===== config.mk =====
export PLATFORM = sky130hd
export DESIGN_NAME = cp0_regs_flat
export DESIGN_NICKNAME = d
export VERILOG_FILES = /design/src/rtl/cp0_if.sv /design/src/rtl/cp0_regs.sv /design/src/flat_wrapper.sv
export SDC_FILE = /design/constraint.sdc
export NUM_CORES = 1
export LEC_CHECK = 0
export ABC_AREA = 1
export CORE_MARGIN = 10
export CORE_UTILIZATION = 61
export CTS_BUF_LIST = sky130_fd_sc_hd__clkbuf_8
export DETAILED_ROUTE_END_ITERATION = 8
export DONT_BUFFER_PORTS = 1
export PLACE_DENSITY_LB_ADDON = 0.15
export SYNTH_ARGS = -nofsm -noshare
export SYNTH_HDL_FRONTEND = slang
export SYNTH_SLANG_ARGS = --single-unit

===== constraint.sdc =====
create_clock -name clk -period 2.07 [get_ports clk]
set_input_delay 0.1035 -clock clk [delete_from_list [all_inputs] [get_ports clk]]
set_output_delay 0.1035 -clock clk [all_outputs]
set_load 0.05 [all_outputs]

===== src/rtl/cp0_if.sv =====
// ---------------------------------------------------------------------------
// cp0_if : bus between the multi-cycle control FSM (master) and the
//          Coprocessor-0 register block (slave).
//
// Signals
//   mtc0, wcau, exc, wsta, wepc, inta, cause_sel : FSM strobes into CP0
//   reg_addr [4:0]  : CP0 register number (Inst[15:11])
//   wdata   [31:0]  : GPR rt data for mtc0
//   pc_in   [31:0]  : PC of interrupted / faulting instruction
//   rdata   [31:0]  : mfc0 read data (combinational on reg_addr)
//   status  [31:0]  : Status register
//   epc     [31:0]  : EPC register
//   vector  [31:0]  : exception handler entry address
//   int_req         : registered interrupt request to the FSM
// ---------------------------------------------------------------------------
interface cp0_if;
    logic        mtc0;
    logic        wcau;
    logic        exc;
    logic        wsta;
    logic        wepc;
    logic        inta;
    logic        cause_sel;
    logic [4:0]  reg_addr;
    logic [31:0] wdata;
    logic [31:0] pc_in;
    logic [31:0] rdata;
    logic [31:0] status;
    logic [31:0] epc;
    logic [31:0] vector;
    logic        int_req;

    modport master (
        output mtc0, wcau, exc, wsta, wepc, inta, cause_sel, reg_addr, wdata, pc_in,
        input  rdata, status, epc, vector, int_req
    );

    modport slave (
        input  mtc0, wcau, exc, wsta, wepc, inta, cause_sel, reg_addr, wdata, pc_in,
        output rdata, status, epc, vector, int_req
    );
endinterface


===== src/rtl/cp0_regs.sv =====
// ---------------------------------------------------------------------------
// cp0_regs : Coprocessor-0 register block (Status, Cause, EPC) for the
//            multi-cycle MIPS core.
//
// Ports
//   clk           : system clock
//   reset         : asynchronous, active-high reset
//   irq_in_i      : level interrupt lines, asynchronous to clk
//   irq_ack_o     : one-cycle acknowledge of the serviced line
//   irq_ack_id_o  : index of the acknowledged line (valid with irq_ack_o)
//   bus           : cp0_if.slave (FSM strobes, mfc0 read, Status/EPC/vector,
//                   int_req)
//
// Optional feature: define CP0_TIMER_EN to add Count (reg 9) and Compare
// (reg 11) with a sticky timer interrupt on Cause.IP[7].
// ---------------------------------------------------------------------------
module cp0_regs #(
    parameter int          NUM_IRQ      = 5,
    parameter logic [31:0] VECTOR_ADDR  = 32'h0000_0008,
    parameter logic [31:0] STATUS_RESET = 32'h0000_0000
) (
    input  logic               clk,
    input  logic               reset,
    input  logic [NUM_IRQ-1:0] irq_in_i,
    output logic               irq_ack_o,
    output logic [2:0]         irq_ack_id_o,
    cp0_if.slave               bus
);
    localparam logic [4:0] REG_COUNT   = 5'd9;
    localparam logic [4:0] REG_COMPARE = 5'd11;
    localparam logic [4:0] REG_STATUS  = 5'd12;
    localparam logic [4:0] REG_CAUSE   = 5'd13;
    localparam logic [4:0] REG_EPC     = 5'd14;

    logic [NUM_IRQ-1:0] sync1_q, sync2_q;
    logic [7:0]  im_q, im_d;
    logic        exl_q, exl_d, ie_q, ie_d;
    logic [1:0]  ip_sw_q, ip_sw_d;
    logic [4:0]  exc_code_q, exc_code_d;
    logic [31:0] epc_q, epc_d;
    logic        int_req_q, int_req_d;
    logic        irq_ack_q, irq_ack_d;
    logic [2:0]  irq_ack_id_q, irq_ack_id_d;
    logic [7:0]  ip_s, pend_s;
    logic        ip7_s, hit_s;
    logic [2:0]  hit_id_s;
    logic [31:0] status_s, cause_s;
    logic        wr_status_s, wr_cause_s, wr_epc_s;

    assign wr_status_s = bus.mtc0 && (bus.reg_addr == REG_STATUS);
    assign wr_cause_s  = bus.mtc0 && (bus.reg_addr == REG_CAUSE);
    assign wr_epc_s    = bus.mtc0 && (bus.reg_addr == REG_EPC);

`ifdef CP0_TIMER_EN
    logic [31:0] count_q, count_d, compare_q, compare_d;
    logic        ip7_q, ip7_d;
    logic        wr_count_s, wr_compare_s;

    assign wr_count_s   = bus.mtc0 && (bus.reg_addr == REG_COUNT);
    assign wr_compare_s = bus.mtc0 && (bus.reg_addr == REG_COMPARE);

    // Timer next state: a Count write overrides both the increment and a match.
    always_comb begin
        count_d   = wr_count_s ? bus.wdata : (count_q + 32'd1);
        compare_d = wr_compare_s ? bus.wdata : compare_q;
        if (wr_compare_s) begin
            ip7_d = 1'b0;
        end else if ((count_q == compare_q) && !wr_count_s) begin
            ip7_d = 1'b1;
        end else begin
            ip7_d = ip7_q;
        end
    end

    // Timer registers.
    always_ff @(posedge clk or posedge reset) begin
        if (reset) begin
            count_q   <= 32'h0000_0000;
            compare_q <= 32'h0000_0000;
            ip7_q     <= 1'b0;
        end else begin
            count_q   <= count_d;
            compare_q <= compare_d;
            ip7_q     <= ip7_d;
        end
    end

    assign ip7_s = ip7_q;
`else
    assign ip7_s = 1'b0;
`endif

    // Assemble Cause.IP: software bits, synchronised lines, timer bit.
    always_comb begin
        ip_s                = 8'h00;
        ip_s[1:0]           = ip_sw_q;
        ip_s[NUM_IRQ+1:2]   = sync2_q;
        ip_s[7]             = ip7_s;
    end

    assign pend_s = ip_s & im_q;

    // Highest-index pending enabled external line (ascending scan, last hit wins).
    always_comb begin
        hit_s    = 1'b0;
        hit_id_s = 3'd0;
        for (int i = 0; i < NUM_IRQ; i++) begin
            if (pend_s[i+2]) begin
                hit_s    = 1'b1;
                hit_id_s = 3'(i);
            end
        end
    end

    // Register next state; later assignments carry the higher priority.
    always_comb begin
        im_d       = im_q;
        ie_d       = ie_q;
        exl_d      = exl_q;
        ip_sw_d    = ip_sw_q;
        exc_code_d = exc_code_q;
        epc_d      = epc_q;
        if (wr_status_s) begin
            im_d  = bus.wdata[15:8];
            exl_d = bus.wdata[1];
            ie_d  = bus.wdata[0];
        end else begin
            im_d = im_q;
        end
        if (wr_cause_s) begin
            ip_sw_d = bus.wdata[9:8];
        end else begin
            ip_sw_d = ip_sw_q;
        end
        if (wr_epc_s) begin
            epc_d = bus.wdata;
        end else begin
            epc_d = epc_q;
        end
        if (bus.wepc) begin
            epc_d = bus.pc_in;
        end else begin
            epc_d = epc_d;
        end
        if (bus.wcau) begin
            exc_code_d = bus.cause_sel ? 5'd0 : (bus.inta ? 5'd8 : 5'd10);
        end else begin
            exc_code_d = exc_code_q;
        end
        if (bus.exc) begin
            exl_d = 1'b1;
        end else if (bus.wsta) begin
            exl_d = 1'b0;
        end else begin
            exl_d = exl_d;
        end
        int_req_d    = (|pend_s) & ie_q & ~exl_q;
        irq_ack_d    = bus.exc && bus.cause_sel && hit_s;
        irq_ack_id_d = (bus.exc && bus.cause_sel) ? hit_id_s : 3'd0;
    end

    // State registers, interrupt synchronisers and registered outputs.
    always_ff @(posedge clk or posedge reset) begin
        if (reset) begin
            sync1_q      <= '0;
            sync2_q      <= '0;
            im_q         <= STATUS_RESET[15:8];
            exl_q        <= STATUS_RESET[1];
            ie_q         <= STATUS_RESET[0];
            ip_sw_q      <= 2'b00;
            exc_code_q   <= 5'd0;
            epc_q        <= 32'h0000_0000;
            int_req_q    <= 1'b0;
            irq_ack_q    <= 1'b0;
            irq_ack_id_q <= 3'd0;
        end else begin
            sync1_q      <= irq_in_i;
            sync2_q      <= sync1_q;
            im_q         <= im_d;
            exl_q        <= exl_d;
            ie_q         <= ie_d;
            ip_sw_q      <= ip_sw_d;
            exc_code_q   <= exc_code_d;
            epc_q        <= epc_d;
            int_req_q    <= int_req_d;
            irq_ack_q    <= irq_ack_d;
            irq_ack_id_q <= irq_ack_id_d;
        end
    end

    assign status_s = {16'h0000, im_q, 6'b000000, exl_q, ie_q};
    assign cause_s  = {16'h0000, ip_s, 1'b0, exc_code_q, 2'b00};

    // mfc0 read mux; unmapped registers read zero.
    always_comb begin
        bus.rdata = 32'h0000_0000;
        case (bus.reg_addr)
            REG_STATUS:  bus.rdata = status_s;
            REG_CAUSE:   bus.rdata = cause_s;
            REG_EPC:     bus.rdata = epc_q;
`ifdef CP0_TIMER_EN
            REG_COUNT:   bus.rdata = count_q;
            REG_COMPARE: bus.rdata = compare_q;
`endif
            default:     bus.rdata = 32'h0000_0000;
        endcase
    end

    assign bus.status   = status_s;
    assign bus.epc      = epc_q;
    assign bus.vector   = VECTOR_ADDR;
    assign bus.int_req  = int_req_q;
    assign irq_ack_o    = irq_ack_q;
    assign irq_ack_id_o = irq_ack_id_q;
endmodule


===== src/flat_wrapper.sv =====
// flat-port wrapper written by rule: the top's interface ports become plain ports
module cp0_regs_flat 
#(
    parameter int          NUM_IRQ      = 5,
    parameter logic [31:0] VECTOR_ADDR  = 32'h0000_0008,
    parameter logic [31:0] STATUS_RESET = 32'h0000_0000
)
  (clk, reset, irq_in_i, irq_ack_o, irq_ack_id_o, bus_mtc0, bus_wcau, bus_exc, bus_wsta, bus_wepc, bus_inta, bus_cause_sel, bus_reg_addr, bus_wdata, bus_pc_in, bus_rdata, bus_status, bus_epc, bus_vector, bus_int_req);
  cp0_if bus_i ();
  input  logic clk;
  input  logic reset;
  input  logic [NUM_IRQ-1:0] irq_in_i;
  output logic irq_ack_o;
  output logic [2:0] irq_ack_id_o;
  input wire logic [$bits(bus_i.mtc0)-1:0] bus_mtc0;
  input wire logic [$bits(bus_i.wcau)-1:0] bus_wcau;
  input wire logic [$bits(bus_i.exc)-1:0] bus_exc;
  input wire logic [$bits(bus_i.wsta)-1:0] bus_wsta;
  input wire logic [$bits(bus_i.wepc)-1:0] bus_wepc;
  input wire logic [$bits(bus_i.inta)-1:0] bus_inta;
  input wire logic [$bits(bus_i.cause_sel)-1:0] bus_cause_sel;
  input wire logic [$bits(bus_i.reg_addr)-1:0] bus_reg_addr;
  input wire logic [$bits(bus_i.wdata)-1:0] bus_wdata;
  input wire logic [$bits(bus_i.pc_in)-1:0] bus_pc_in;
  output wire logic [$bits(bus_i.rdata)-1:0] bus_rdata;
  output wire logic [$bits(bus_i.status)-1:0] bus_status;
  output wire logic [$bits(bus_i.epc)-1:0] bus_epc;
  output wire logic [$bits(bus_i.vector)-1:0] bus_vector;
  output wire logic [$bits(bus_i.int_req)-1:0] bus_int_req;
  assign bus_i.mtc0 = bus_mtc0;
  assign bus_i.wcau = bus_wcau;
  assign bus_i.exc = bus_exc;
  assign bus_i.wsta = bus_wsta;
  assign bus_i.wepc = bus_wepc;
  assign bus_i.inta = bus_inta;
  assign bus_i.cause_sel = bus_cause_sel;
  assign bus_i.reg_addr = bus_reg_addr;
  assign bus_i.wdata = bus_wdata;
  assign bus_i.pc_in = bus_pc_in;
  assign bus_rdata = bus_i.rdata;
  assign bus_status = bus_i.status;
  assign bus_epc = bus_i.epc;
  assign bus_vector = bus_i.vector;
  assign bus_int_req = bus_i.int_req;
  cp0_regs #(.NUM_IRQ(NUM_IRQ), .VECTOR_ADDR(VECTOR_ADDR), .STATUS_RESET(STATUS_RESET)) u_core (.clk(clk), .reset(reset), .irq_in_i(irq_in_i), .irq_ack_o(irq_ack_o), .irq_ack_id_o(irq_ack_id_o), .bus(bus_i));
endmodule

; ---- Word-level counts from Yosys, hierarchy flattened
; Cells that the tools add are included.
; Widths: inputs -> output; s select.
[word_totals]
ff_bits = 64
output_inout_bits = 133
word_cells = 44
[classes]
bitwise_logic = 4
n_reduce_logical = 8
mux = 18
eq_ne = 3
[ops]
columns = op, count
row1 = $pmux 32 s3, 1
row2 = $mux 32, 2
row3 = $eq 5x4->1 const B, 3
row4 = $mux 1, 9
row5 = $and 7x8->8, 1
row6 = $reduce_or 8->1, 1
row7 = $mux 2, 3
row8 = $mux 3, 2
row9 = $logic_and 1x1->1, 5
row10 = $mux 5, 1
row11 = $reduce_bool 3->1, 1
row12 = $and 1x1->1, 2
row13 = $reduce_bool 2->1, 1
row14 = $not 1->1, 1

; ---- Logic depth before layout (Yosys ltp)
; Gate-level depths: netlist of run 1.
[depth]
depth_word = 7
ltp_mapped = 7
depth_no_buf = 6

; ---- Worst setup path before layout of run 1
; OpenSTA, ideal clock, no wires.
[synth_timing]
kind = input-to-output
from = input port bus_reg_addr[4]
to = output port bus_rdata[3]
path_stages = 4
path_buffers = 1
setup_slack_ns = 0.319
arrival_time_ns = 1.648
required_time_ns = 1.966
cell_sequence = nor2_2 buf_2 nand2_1 o21ai_0
[synth_between]
elab_chain_len = 2
elab_cells_between_ends = 4
classes_between = eq/ne (3) / mux (1)
[synth_lines]
columns = element, line
row1 = start: declaration, flat_wrapper.sv:22  ; input wire logic [$bits(bus_i.reg_addr)-1:0] bus_reg_addr;
row2 = $eq 5x4->1, cp0_regs.sv:197  ; case (bus.reg_addr)
row3 = $pmux 32 s3 (*), cp0_regs.sv:197
row4 = end: declaration, flat_wrapper.sv:25  ; output wire logic [$bits(bus_i.rdata)-1:0] bus_rdata;
; Every way passes the cells marked *; elsewhere a longest branch is shown, timed or not.

; ---- Worst setup path in the final report of run 1
[layout_timing]
from = input port bus_wepc
to = register u_core.epc_q[26] (netlist: u_core.bus.epc[26])
[layout_between]
elab_chain_len = 1
elab_cells_between_ends = 2
classes_between = mux (1) / reduce/logical (1)
[layout_lines]
columns = element, line
row1 = start: declaration, flat_wrapper.sv:19  ; input wire logic [$bits(bus_i.wepc)-1:0] bus_wepc;
row2 = $mux 32 or $reduce_bool 2->1 (tied branches), n/a
row3 = end signal: assignment, cp0_regs.sv:184  ; epc_q <= epc_d;
row4 = end: declaration, cp0_regs.sv:40  ; logic [31:0] epc_q, epc_d;
; Several ways; a longest one is shown, not always the timed one.
; A chain may end at the register's enable or synchronous reset.

==> results.json, run 1 <==
{
  "critPathArrivalTime_ns": 2.09,
  "ff2ff_path_depth": 5,
  "vias": 3544,
  "io_buffers": 0,
  "synth_area_sq_um": 3560,
  "cts.sinks": 61,
  "period_share_pct": 87.4,
  "post-dp-hpwl_mm": 8.00,
  "yosysUniqueCellTypes": 23,
  "avgViaCountPerCell": 5.35,
  "whs_endpoint": "u_core.bus.epc[13]",
  "clkSlewWorstSetupHoldPaths_ns": 0.08,
  "leakagePower_nw": 2.45,
  "maxSlewHeadroom_pct": 15.8,
  "yosys_register_bits": 61,
  "die_h_um": 96.4,
  "rows": 27,
  "final-hold-violation-count": 0,
  "fillers": 371,
  "combPwrFrac_pct": 26.2,
  "initial_core_util_pct": 63.9,
  "detail_route.wl_per_cell_um": 19.2,
  "nNetsFinal": 667,
  "slowest_delay_ns": 1.00,
  "multi_input_area_sq_um": 1540,
  "yosysWarningCount": 0,
  "powerDensity_nw_per_um2": 793,
  "cts.htree.levels": 3,
  "required_ns": 2.35,
  "critPathMaxFanout": 34,
  "cpMostUsedCell": "nand2_1",
  "drc": 0,
  "antenna_found_initial": 0,
  "stdcell_area_sq_um": 4530,
  "tritoncts": "built",
  "pin_count": 216,
  "timing.final.ws_setup_ns": 0.260,
  "crit_type": "in2reg",
  "fmax_mhz": 553,
  "register_area_sq_um": 1530,
  "die_x_um": 96.4,
  "layout_commonest_cell": "nand2_1",
  "crit_path_end_kind": "register",
  "grt_max_degree": 37,
  "wl_mm": 12.7,
  "whs_path_depth": 4,
  "synth_cells": 488,
  "grt_pass1_vias": 3589,
  "peakVddDrop_uv": 618,
  "cts_root_buf": "clkbuf_8",
  "drive_above_1_share_pct": 11.0,
  "gp_congestion": 0.813,
  "r2r-start": "u_core.exl_q",
  "place_area_sq_um": 3610,
  "core_sq_um": 5570,
  "fin_util_pct": 81.2,
  "seqPwrFrac_pct": 47.5,
  "skew_ns": 0.0111,
  "cts-buffers-inserted": 9,
  "rsz0062_at_grt": "false",
  "ys_seq_area_share_pct": 42.9,
  "hp-class": "in2reg",
  "grt_usage_pct": 25.7,
  "grt_pass1_wl_mm": 18.4,
  "drt.antenna.violating_nets": 0,
  "clockBufferDepth": 2,
  "drtIter0Drc": 178,
  "max_cap_viol_count": 0,
  "p_sw_share_pct": 43.9,
  "dr.pass1.iters": 5,
  "hold_path_startpoint": "bus_wepc",
  "slowest_stage": "dlymetal6s4s_1",
  "cp-start-kind": "input pin",
  "report.final.slew_viol_count": 0,
  "regToRegEndpoint": "u_core.exl_q",
  "cp-startpoint": "bus_wepc",
  "crit_chain": "dlymetal6s4s_1, nand2_1, nand2_1, dlygate4sd3_1, nand2_1, nand2_1",
  "place_ws_ns": 0.570,
  "dieArea_sq_um": 9290,
  "power_switching_mw": 1.57,
  "avgSynthCellArea_sq_um": 7.29,
  "gr-total-overflow": 0,
  "clockPowerShare_pct": 26.3,
  "setup_tns_ns": 0,
  "internal_power_mw": 2.01,
  "status": "completed",
  "insertion_delay_ns": 0.34,
  "areaGrowthSynthToFinish_pct": 27.1,
  "worstMarginPinSlew_ns": 1.26,
  "r2r_slack_ns": 0.76,
  "period_needed_ns": 1.81,
  "setup_violations": 0,
  "final_cell_mix": "171 x nand2_1, 72 x dlygate4sd3_1, 71 x nand3_1",
  "finalPower_mw": 3.59
}
layout make-up:
type / count / share of cell area, %
flip-flops and latches: 61 / 33.7
clock inverters: 7 / 1.16
repair buffers: 113 / 23.1
inverters: 39 / 3.23
multi-input cells: 360 / 33.9
well taps: 72 / 1.99
clock buffers: 9 / 2.74
diodes: 2 / 0.111
kinds of logic after synthesis:
| family | synth area share, % |
|---|---|
| AOI/OAI and AO/OA | 3.97 |
| buffers and inverters | 19.5 |
| DFF | 42.9 |
| other | 0.211 |
| and+or+nand+nor | 33.5 |
power groups by stage:
stage | combinational (mW) | sequential (mW) | clock [mW]
CTS | 0.915 | 1.71 | 0.945
detailed placement | 0.776 | 1.73 | 0
global route | 1.01 | 1.72 | 0.998
finish | 0.942 | 1.70 | 0.943
global placement | 0.762 | 1.73 | 0
floorplan | 0.626 | 1.79 | 0
metal layers:
| metal | up-vias | global-route usage, % | share of wire [%] |
|---|---|---|---|
| li1 | 1602 | - | - |
| met1 | 1668 | 27.0 | 34 |
| met2 | 246 | 45.6 | 52 |
| met3 | 28 | 9.02 | 12 |
| met4 | 0 | 11.1 | 2.6 |
| met5 | - | 0 | 0 |
timing repair:
item,4_1_cts,5_1_grt
hold buffers,73,0
hold endpoints to repair,79,0
buffers inserted,0,0
endpoints found under the setup margin,0,17
gates resized for setup,0,1
flip-flops by register name, indices dropped and copies added (netlist names):
signal,count
u_core.bus.epc,32
u_core.bus.int_req,1
u_core.exc_code_q,2
u_core.exl_q,1
u_core.ie_q,1
u_core.im_q,8
u_core.ip_sw_q,2
u_core.irq_ack_id_o,3
u_core.irq_ack_o,1
u_core.sync1_q,5
u_core.sync2_q,5
how the worst max path moves through the flow:
stage                          to  slack (ns)  depth (start not counted)
4_1_cts        u_core.bus.epc[19]        0.07                          6
3_3_place_gp        bus_rdata[27]        0.62                          5
6_report       u_core.bus.epc[26]        0.26                          6
2_1_floorplan        bus_rdata[3]        0.32                          4
3_5_place_dp        bus_rdata[22]        0.57                          5
5_1_grt        u_core.bus.epc[21]        0.17                          6
through the flow:
| stage | std cells | hold WS, ns |
|---|---|---|
| finish | 663 | 0.0154 |
| CTS | 661 | 0.00144 |
| detailed placement | 572 | 0.0809 |
| global route | 661 | 0.0240 |
| floorplan | 540 | 0.135 |
| global placement | 572 | 0.0651 |
critical path: cells and delay by family:
| kind | cells | cell delay, ns |
|---|---|---|
| simple gates | 4 | 0.42 |
| buf+inv | 2 | 1.55 |
cells in the mapped netlist (all sizes together):
library cell	number	area (sq um)
nor3	2	10.0
nand3	73	390
buf	73	520
nand3b	1	7.51
o21ai	24	120
dfrtp	61	1530
inv	39	146
nor2	29	124
nand2	172	653
clkbuf	7	26.3
nand4	1	6.26
conb	2	7.51
a21oi	3	15.0
o22ai	1	6.26
(Power assumes the default switching activity.)
==> inputs of run 2 (changes only) <==
- CORE_UTILIZATION: 61 -> 40
==> run 2 against run 1 <==
Compared with the run above:
- clock skew decreased by 0.0019 ns
- worst hold slack improved by 0.030 ns
- fmax increased by 4.0%
- via count decreased by 6.1%
- critical path depth decreased by 4
- wire length decreased by 8.9%
- highest routed layer unchanged
- cell count increased by 5.7%
- clock power increased by 15%
- first-iteration DRC count decreased by 2.8%
- flip-flop and latch count unchanged
==> results.json, run 2 (same netlist as run 1, synthesis figures left out) <==
{
  "status": "completed",
  "place_ws_ns": 0.476,
  "largest_reg_flops": 32,
  "vias": 3329,
  "grt_pass1_vias": 3390,
  "areaGrowthSynthToFinish_pct": 30.3,
  "whs_path_depth": 4,
  "avgViaCountPerCell": 4.75,
  "drtIter0Drc": 173,
  "grt_usage_pct": 17.0,
  "cp-start-kind": "register",
  "peakVddDrop_uv": 408,
  "drt.antenna.violating_nets": 0,
  "period_share_pct": 84.1,
  "required_ns": 1.97,
  "hp-class": "in2reg",
  "detail_route.wl_per_cell_um": 16.5,
  "final_cell_mix": "171 x nand2_1, 77 x dlygate4sd3_1, 71 x nand3_1",
  "gp_congestion": 0.834,
  "layout_commonest_cell": "nand2_1",
  "antenna_found_initial": 0,
  "grt_pass1_wl_mm": 17.7,
  "post_cts_buffers": 0,
  "worstMarginPinSlew_ns": 0.761,
  "nNetsFinal": 671,
  "stdcell_area_sq_um": 4640,
  "powerDensity_nw_per_um2": 797,
  "rsz0062_at_grt": "false",
  "die_x_um": 114,
  "crit_path_end_kind": "output port",
  "timing.final.ws_setup_ns": 0.330,
  "critPathArrivalTime_ns": 1.64,
  "insertion_delay_ns": 0.35,
  "post-dp-hpwl_mm": 8.35,
  "regToRegEndpoint": "u_core.exl_q",
  "core_sq_um": 8680,
  "dr.pass1.iters": 5,
  "layout.cells.non_filler": 701,
  "dieArea_sq_um": 13100,
  "setup_violations": 0,
  "skew_ns": 0.00921,
  "critPathMaxFanout": 3,
  "drc": 0,
  "die_h_um": 114,
  "wl_mm": 11.6,
  "cts.sinks": 61,
  "fin_util_pct": 53.4,
  "gr-total-overflow": 0,
  "crit_type": "reg2out",
  "clockBufferDepth": 2,
  "cts_root_buf": "clkbuf_8",
  "leakagePower_nw": 2.48,
  "max_cap_viol_count": 0,
  "diodes": 0,
  "whs_endpoint": "u_core.bus.epc[1]",
  "dp_cells": 607,
  "initial_core_util_pct": 41.0,
  "grt_max_degree": 42,
  "cts.htree.levels": 3,
  "drive_above_1_share_pct": 11.0,
  "final-hold-violation-count": 0,
  "clkSlewWorstSetupHoldPaths_ns": 0.07,
  "rows": 34,
  "io_buffers": 0,
  "cts-buffers-inserted": 9,
  "r2r_slack_ns": 0.75,
  "tritoncts": "built",
  "period_needed_ns": 1.74,
  "pin_count": 216,
  "hold_slack_ns": 0.0450,
  "place_area_sq_um": 3650,
  "setup_tns_ns": 0,
  "hold_path_startpoint": "bus_wdata[1]",
  "report.final.slew_viol_count": 0,
  "maxSlewHeadroom_pct": 49.2,
  "fmax_mhz": 575,
  "finalPower_mw": 3.70,
  "ff2ff_path_depth": 5,
  "r2r-start": "u_core.exl_q"
}
## run 2: cell count changes in the layout (fill, tap and decap cells not counted), sizes merged
cell / delta
clkinv: -1
bufinv: +1
dlymetal6s4s: -1
inv: +1
dlygate4sd3: +5
clkinvlp: -1
diode: -2
## run 2: worst max-delay path, stage by stage (launching register included)
cell     delay (ns)
dfrtp_1        0.70
nand3_1        0.16
nand3_1        0.44
## run 2: routing by layer
layer	vias up	wire (um)	GRT usage, %
li1	1610	-	-
met1	1550	4300	18.8
met2	150	5760	27.9
met3	19	1240	7.08
met4	0	270	7.52
met5	-	0	0
## run 2: worst max path at each step
| stage | from | cells past startpoint | endpoint | slack (ns) |
|---|---|---|---|---|
| 6_report | u_core.bus.epc[14] | 2 | bus_rdata[14] | 0.33 |
| 4_1_cts | u_core.im_q[6] | 2 | bus_rdata[14] | 0.28 |
| 3_5_place_dp | bus_reg_addr[3] | 5 | bus_rdata[2] | 0.48 |
| 5_1_grt | u_core.im_q[6] | 2 | bus_rdata[14] | 0.21 |
| 2_1_floorplan | bus_reg_addr[4] | 4 | bus_rdata[3] | 0.32 |
| 3_3_place_gp | bus_reg_addr[3] | 5 | bus_rdata[21] | 0.51 |
## run 2: cell type report
class	count	area, sq um
clock buffer	9	124
clock inverter	7	75.1
fill	805	4040
inverter	39	146
multi-input combinational	360	1540
sequential	61	1530
tap	108	135
timing repair buffer	117	1100
## run 2: timing repair
item                                   in CTS  in global routing
endpoints found under the hold margin      90                  0
gates resized for setup                     0                  0
hold buffers                               78                  0
## run 2: power by group
part / switching [mW] / total, mW / leakage, nW / internal [mW]
logic: 0.629 / 0.901 / 1.63 / 0.272
clock network: 0.519 / 1.08 / 0.0918 / 0.559
registers: 0.406 / 1.72 / 0.760 / 1.31
==> inputs of run 3 (changes only) <==
- clock period: 2.07 -> 1.8 ns (I/O delays scaled with it)
==> run 3 against run 2 <==
Compared with the run above:
- cell count up 4.6%
- sequential share of layout area down 1.9 points
- highest routed layer unchanged
- clock-buffer cell count up 1
- power up 25%
- non-clock buffer count up 32
- sequential power about the same
- largest power group unchanged
- die area unchanged
==> results.json, run 3 (same netlist as run 1, synthesis figures left out) <==
{
  "status": "completed",
  "cts.htree.levels": 3,
  "post-dp-hpwl_mm": 8.42,
  "hold_slack_ns": 0.0372,
  "setup_tns_ns": 0,
  "combPwrFrac_pct": 29.9,
  "die_x_um": 114,
  "worstMarginPinSlew_ns": 0.566,
  "dieArea_sq_um": 13100,
  "dp_cells": 640,
  "seqPwrFrac_pct": 37.7,
  "cpMostUsedCell": "nand3_1",
  "gp_congestion": 0.790,
  "cts.sinks": 61,
  "fillers": 801,
  "cts-buffers-inserted": 9,
  "antenna_found_initial": 0,
  "largest_reg_flops": 32,
  "grt_pass1_wl_mm": 18.6,
  "maxSlewHeadroom_pct": 62.3,
  "core_sq_um": 8680,
  "drc": 0,
  "clkSlewWorstSetupHoldPaths_ns": 0.07,
  "powerDensity_nw_per_um2": 937,
  "vias": 3449,
  "final-hold-violation-count": 0,
  "power_switching_mw": 1.76,
  "nNetsFinal": 703,
  "initial_core_util_pct": 41.0,
  "peakVddDrop_uv": 471,
  "fmax_mhz": 628,
  "detail_route.wl_per_cell_um": 16.3,
  "crit_type": "reg2out",
  "clockPowerShare_pct": 32.4,
  "path_delay_family": "flip-flops",
  "layout.cells.non_filler": 733,
  "grt_usage_pct": 17.8,
  "crit_path_end_kind": "output port",
  "grt_pass1_vias": 3628,
  "slowest_delay_ns": 0.70,
  "max_cap_viol_count": 0,
  "crit_chain": "nand3_1, nand3_1, buf_4",
  "areaGrowthSynthToFinish_pct": 38.1,
  "period_needed_ns": 1.59,
  "avgViaCountPerCell": 4.71,
  "drtIter0Drc": 165,
  "die_h_um": 114,
  "internal_power_mw": 2.85,
  "hp-class": "in2reg",
  "post_cts_buffers": 0,
  "cp-start-kind": "register",
  "ctsResizeCount": 0,
  "layout_commonest_cell": "nand2_1",
  "final_cell_mix": "171 x nand2_1, 76 x dlygate4sd3_1, 71 x nand3_1, 71 x buf_4, 61 x dfrtp_1",
  "rows": 34,
  "p_sw_share_pct": 38.1,
  "drt.antenna.violating_nets": 0,
  "tritoncts": "built",
  "required_ns": 1.71,
  "setup_violations": 0,
  "report.final.slew_viol_count": 0,
  "clockBufferDepth": 2,
  "leakagePower_nw": 2.68,
  "slowest_stage": "dfrtp_1",
  "cts_hold_buffers": 77,
  "worst-path-buf-inv": 1,
  "rsz0062_at_grt": "false",
  "cts_root_buf": "clkbuf_8",
  "critPathArrivalTime_ns": 1.50,
  "dr.pass1.iters": 4,
  "pin_count": 216,
  "diodes": 0,
  "skew_ns": 0.0133,
  "grt_max_degree": 38,
  "wl_mm": 11.9,
  "period_share_pct": 88.4,
  "drive_above_1_share_pct": 15.4,
  "critPathMaxFanout": 4,
  "insertion_delay_ns": 0.34,
  "io_buffers": 0,
  "gr-total-overflow": 0
}
-- run 3: cell types whose count changed in the layout (fill, tap and decap cells not counted), sizes merged --
cell,previous run,this run
bufinv,1,3
buf,40,73
inv,40,41
dlygate4sd3,77,76
clkinvlp,3,0
clkbuf,9,10
clkinv,2,1
-- run 3: power by group through the flow --
stage | clock (mW) | sequential (mW) | combinational, mW
3_3_place_gp | 0 | 1.76 | 1.19
2_1_floorplan | 0 | 2.06 | 0.720
6_report | 1.49 | 1.74 | 1.38
5_1_grt | 1.60 | 1.76 | 1.48
4_1_cts | 1.52 | 1.74 | 1.37
3_5_place_dp | 0 | 1.77 | 1.20
-- run 3: worst register-to-register path, delay by kind of cell, from the launching register on --
kind / cells / cell delay (ns)
buffers and inverters: 2 / 0.63
flip-flops: 1 / 0.40
AND/OR/NAND/NOR: 3 / 0.20
-- run 3: layer usage --
| layer | share of wire [%] | GRT usage [%] | vias up | wire length [um] |
|---|---|---|---|---|
| met5 | 0 | 0 | - | 0 |
| met4 | 1.1 | 6.27 | 0 | 133 |
| met3 | 9.4 | 6.03 | 10 | 1120 |
| met2 | 52 | 31.1 | 148 | 6250 |
| met1 | 37 | 19.5 | 1615 | 4410 |
| li1 | - | - | 1676 | - |
-- run 3: worst paths after layout --
| path | from | end | slack (ns) | depth (start not counted) |
|---|---|---|---|---|
| min | bus_wepc | u_core.bus.epc[13] | 0.04 | 4 |
| min reg2reg | u_core.sync1_q[2] | u_core.sync2_q[2] | 0.35 | 0 |
| max in group asynchronous | reset | u_core.bus.epc[22] | 1.15 | 3 |
| max | u_core.im_q[1] | bus_rdata[9] | 0.21 | 3 |
| min in group asynchronous | reset | u_core.irq_ack_id_o[1] | 0.27 | 3 |
| max reg2reg | u_core.exl_q | u_core.exl_q | 0.47 | 5 |
-- run 3: final cells by class --
cell class / instances / area (sq um) / share of cell area [%]
multi-input combinational: 360 / 1540 / 31.2
sequential: 61 / 1530 / 31.0
timing repair buffer: 149 / 1330 / 27.1
inverter: 39 / 146 / 2.98
clock buffer: 10 / 138 / 2.80
tap: 108 / 135 / 2.75
clock inverter: 6 / 103 / 2.09
-- run 3: per-stage QoR --
stage / power (mW) / util, % / area, sq um / setup WS (ns)
3_3_place_gp: 2.96 / 44.9 / 3900 / 0.501
2_1_floorplan: 2.78 / - / 3750 / 0.0760
4_1_cts: 4.64 / 56.7 / 4920 / 0.173
5_1_grt: 4.84 / 56.7 / 4920 / 0.115
3_5_place_dp: 2.97 / 44.9 / 3900 / 0.447
6_report: 4.61 / 56.7 / 4920 / 0.208
